### config.mk
export PLATFORM = sky130hd
export DESIGN_NAME = serial_adder_ctrl
export DESIGN_NICKNAME = d
export VERILOG_FILES = /design/src/rtl/serial_adder_ctrl.sv
export SDC_FILE = /design/constraint.sdc
export NUM_CORES = 1
export LEC_CHECK = 0
export ABC_AREA = 1
export BUFFER_PORTS_ARGS = -buffer_cell sky130_fd_sc_hd__buf_2
export CORE_ASPECT_RATIO = 0.6
export CORE_MARGIN = 3
export CORE_UTILIZATION = 38
export DETAILED_ROUTE_END_ITERATION = 10
export MAX_ROUTING_LAYER = met4
export PLACE_DENSITY = 0.7
export SETUP_SLACK_MARGIN = 0.2
export SLEW_MARGIN = 20
export SYNTH_ARGS = -nofsm -noshare
export SYNTH_HDL_FRONTEND = slang
export SYNTH_SLANG_ARGS = --single-unit
### constraint.sdc
create_clock -name clk -period 2.6 [get_ports clk]
set_input_delay 0.26 -clock clk [delete_from_list [all_inputs] [get_ports clk]]
set_output_delay 0.26 -clock clk [all_outputs]
set_load 0.005 [all_outputs]
### src/rtl/serial_adder_ctrl.sv
// Bit-serial adder: one full_adder cell sequenced LSB-first, one bit per clock,
// with registered sum/c_out and a one-cycle done pulse on completion.

module full_adder (
  input  logic a,
  input  logic b,
  input  logic c_in,
  output logic sum,
  output logic c_out
);
  assign sum   = a ^ b ^ c_in;
  assign c_out = (a & b) | (a & c_in) | (b & c_in);
endmodule

module serial_adder_ctrl #(
  parameter int WIDTH = 8
) (
  input  logic             clk,
  input  logic             reset,
  input  logic             start,
  input  logic [WIDTH-1:0] a,
  input  logic [WIDTH-1:0] b,
  input  logic             c_in,
  output logic             busy,
  output logic             done,
  output logic [WIDTH-1:0] sum,
  output logic             c_out
);
  localparam int CW = (WIDTH > 1) ? $clog2(WIDTH) : 1;

  typedef enum logic [1:0] {
    IDLE = 2'd0,
    RUN  = 2'd1,
    DONE = 2'd2
  } state_t;

  state_t           state, next;
  logic [WIDTH-1:0] a_sh, b_sh, res_sh;
  logic             carry;
  logic [CW-1:0]    cnt;
  logic             load, step, last;
  logic             fa_s, fa_co;

  full_adder u_fa (
    .a     (a_sh[0]),
    .b     (b_sh[0]),
    .c_in  (carry),
    .sum   (fa_s),
    .c_out (fa_co)
  );

  assign last = (cnt == CW'(WIDTH - 1));

  always_comb begin
    next = IDLE;
    load = 1'b0;
    step = 1'b0;
    unique case (state)
      IDLE: begin
        next = IDLE;
        if (start) begin
          load = 1'b1;
          next = RUN;
        end
      end
      RUN: begin
        step = 1'b1;
        next = last ? DONE : RUN;
      end
      DONE: begin
        if (start) begin
          load = 1'b1;
          next = RUN;
        end
      end
      default: next = IDLE;
    endcase
  end

  // busy/done are registered from the next state so outputs never see inputs combinationally.
  always_ff @(posedge clk) begin
    if (reset) begin
      state  <= IDLE;
      busy   <= 1'b0;
      done   <= 1'b0;
      sum    <= '0;
      c_out  <= 1'b0;
      a_sh   <= '0;
      b_sh   <= '0;
      res_sh <= '0;
      carry  <= 1'b0;
      cnt    <= '0;
    end else begin
      state <= next;
      busy  <= (next == RUN);
      done  <= (next == DONE);
      if (load) begin
        a_sh   <= a;
        b_sh   <= b;
        carry  <= c_in;
        cnt    <= '0;
        res_sh <= '0;
      end else if (step) begin
        a_sh   <= a_sh >> 1;
        b_sh   <= b_sh >> 1;
        carry  <= fa_co;
        res_sh <= {fa_s, res_sh[WIDTH-1:1]};
        // Counter parks at WIDTH-1 on the final bit instead of wrapping.
        if (!last) cnt <= cnt + CW'(1);
        if (last) begin
          sum   <= {fa_s, res_sh[WIDTH-1:1]};
          c_out <= fa_co;
        end
      end
    end
  end
endmodule
==> impl_metrics.toml <==
[status]
status = "finished clean"

[clocking]
cts_root_buffer = "clkbuf_8"
cts_resized = 0
cts.clk_slew.worst_paths_ps = 80
clock_latency_ps = 300
cts_buffers = 5
hold_buffers = 0
clockBufferDepth = 2
h-tree-depth = 2
cts_tree = "done"
post_cts_buffers = 0
cts_sinks = 40

[finish]
finalInstanceArea_um2 = 2040
nFillCells = 442
area_growth_pct = 16.4
drive_gt1_share_pct = 19.0
fin_nets = 290
antennaDiodeCount = 0

[setup_path]
rr_worst_depth = 8
cp-end-kind = "flip-flop"
critPathLaunch = "state[0]"
rr_endpoint = "b_sh[5]"
rrSetupSlack_ps = 1060
arrival_ps = 1730
cp.required_ps = 2790
path_class = "flip-flop to flip-flop"
r2r-start = "state[0]"
worstPathMaxFanout = 25
cp-endpoint = "b_sh[5]"
worstSetupStartpointType = "flip-flop"

[timing]
whs_ps = 196
finalCriticalPeriod_ps = 1540
finalCritPeriodShare_pct = 59.2
fin_tns_setup_ps = 0
worst_pin_slew_ps = 525
rsz0062_at_grt = "no"
setup_viol_count_final = 0
max_clock_freq_mhz = 650
drv_slew = 0
fin_skew_ps = 7.56
max_slew_margin_pct = 64.9
finalHoldViolations = 0

[synth]
synth.avg_cell_area_um2 = 7.44
synth_ff_type = "dfxtp_1"
ys_warn_count = 0
synth_most_common_cell = "nand2_1"
syn_area_um2 = 1760
synthTopCellsByCount = "nand2_1, dfxtp_1, inv_1"
yosys.area.top_type = "dfxtp_1"
synth_fp_nets = 259
syn_inst = 236
synth_seq_cells = 40
synth_seq_area_share_pct = 45.6
ys_async_sr_fraction_pct = 0
synth.top_cells.by_area = "dfxtp_1, nand2_1, nand3_1, inv_1, a21oi_1"
synth_edf_count = 0
synth_top_area_share_pct = 45.6
synth_cell_types = 21

[route]
vias_per_cell = 4.57
num_vias = 1498
antenna_left = 0
wl_per_cell_um = 11.1
initialDrtViolationCount = 99
drcViolationCount = 0
first_pass_iters = 4
routed_wl_um = 3630

[floorplanning]
die_area_um2 = 5500
initial_utilization_pct = 41.0
die_w_um = 93.7
pin_count = 31
die_y_um = 58.6
row_count = 18
core_um2 = 4280

[grt]
grt_max_degree = 27
antenna_found_initial = 0
track_usage_pct = 15.6
first_global_vias = 1408
grt_overflow = 0
grt_first_pass_wirelength_um = 6380

[run]
maxCapViolCount = 0

[place]
dpl_cell_area_um2 = 1930
place.gp.congestion = 0.765
port_buffers = 30
dp_hpwl_um = 2530

[pwr]
total_power_uw = 1330
cellLeakagePower_uw = 0.00104
pwr_density_cell_nw_per_um2 = 650
vdd_drop_max_uv = 327

[worst_hold_path]
hold_depth = 3
hold_class = "primary input to flip-flop"
critical path, stage by stage, from the launching register on:
cell     delay (ps)
dfxtp_1         310
buf_4           220
inv_1           110
nand2_2         330
nand2_1         150
inv_2           140
nand2_1          70
nand2_1          70
nor2_1           40
how the worst min path moves through the flow:
stage / from / end / slack, ps
after floorplan: reset / b_sh[0] / 330
after global placement: sum[6] / sum[6] / 460
after detailed placement: res_sh[7] / sum[6] / 460
after CTS: a[7] / a_sh[7] / 200
after global routing: a[7] / a_sh[7] / 210
final: b[7] / b_sh[7] / 200
final cells by class:
| class | count | area, um^2 | area share [%] |
|---|---|---|---|
| multi-input cells | 153 | 758 | 37.1 |
| inverters | 36 | 140 | 6.86 |
| clock inverters | 3 | 42.5 | 2.08 |
| repair buffers | 31 | 158 | 7.72 |
| flip-flops and latches | 40 | 801 | 39.2 |
| well taps | 60 | 75.1 | 3.67 |
| clock buffers | 5 | 68.8 | 3.37 |
layout by cell type (no fill, tap or decap), types with 2 or more instances in the layout:
cell      netlist  routed
nand2_1        57      57
dfxtp_1        40      40
inv_1          31      31
buf_2           0      30
nand3_1        25      25
nor2_1         25      25
a21oi_1        20      20
o21ai_0        14      14
clkbuf_8        0       5
inv_2           4       4
nor2_8          2       2
nor2_4          2       2
ha_1            2       2
cells by family (layout without fill, tap and decap cells):
kind of cell / after synthesis / after routing / share of synthesized area, %
AOI/OAI and AO/OA: 35 / 35 / 9.98
DFF: 40 / 40 / 45.6
and+or+nand+nor: 115 / 115 / 30.6
buffers and inverters: 43 / 75 / 11.2
adders and majority gates: 3 / 3 / 2.57
power by group:
part / switching, uW / total [uW] / internal, uW
Clock: 230 / 514 / 284
Combinational: 97.7 / 153 / 55.6
Sequential: 16.8 / 661 / 644
Total: 344 / 1330 / 984
per-layer routing:
| metal | up-vias | share of wire (%) | track usage [%] | routed length [um] |
|---|---|---|---|---|
| met2 | 30 | 42 | 21.8 | 1510 |
| met1 | 661 | 51 | 20.6 | 1850 |
| li1 | 799 | - | - | - |
| met3 | 8 | 5.9 | 4.98 | 213 |
| met5 | - | 0 | - | 0 |
| met4 | 0 | 1.8 | 6.79 | 65 |
state kept, by name (all words and copies together) (netlist names):
register,flops
a_sh,8
b_sh,8
busy,1
c_out,1
carry,1
cnt,3
done,1
res_sh,7
state,2
sum,8
per-stage QoR:
| stage | setup slack (ps) | utilization (%) | cells |
|---|---|---|---|
| floorplan | 1360 | - | 236 |
| global placement | 1140 | 45.1 | 320 |
| detailed placement | 1090 | 45.1 | 320 |
| CTS | 1060 | 47.7 | 328 |
| global route | 885 | 47.7 | 328 |
| finish | 1060 | 47.7 | 328 |
No activity file was read; power rests on OpenSTA's default activity.
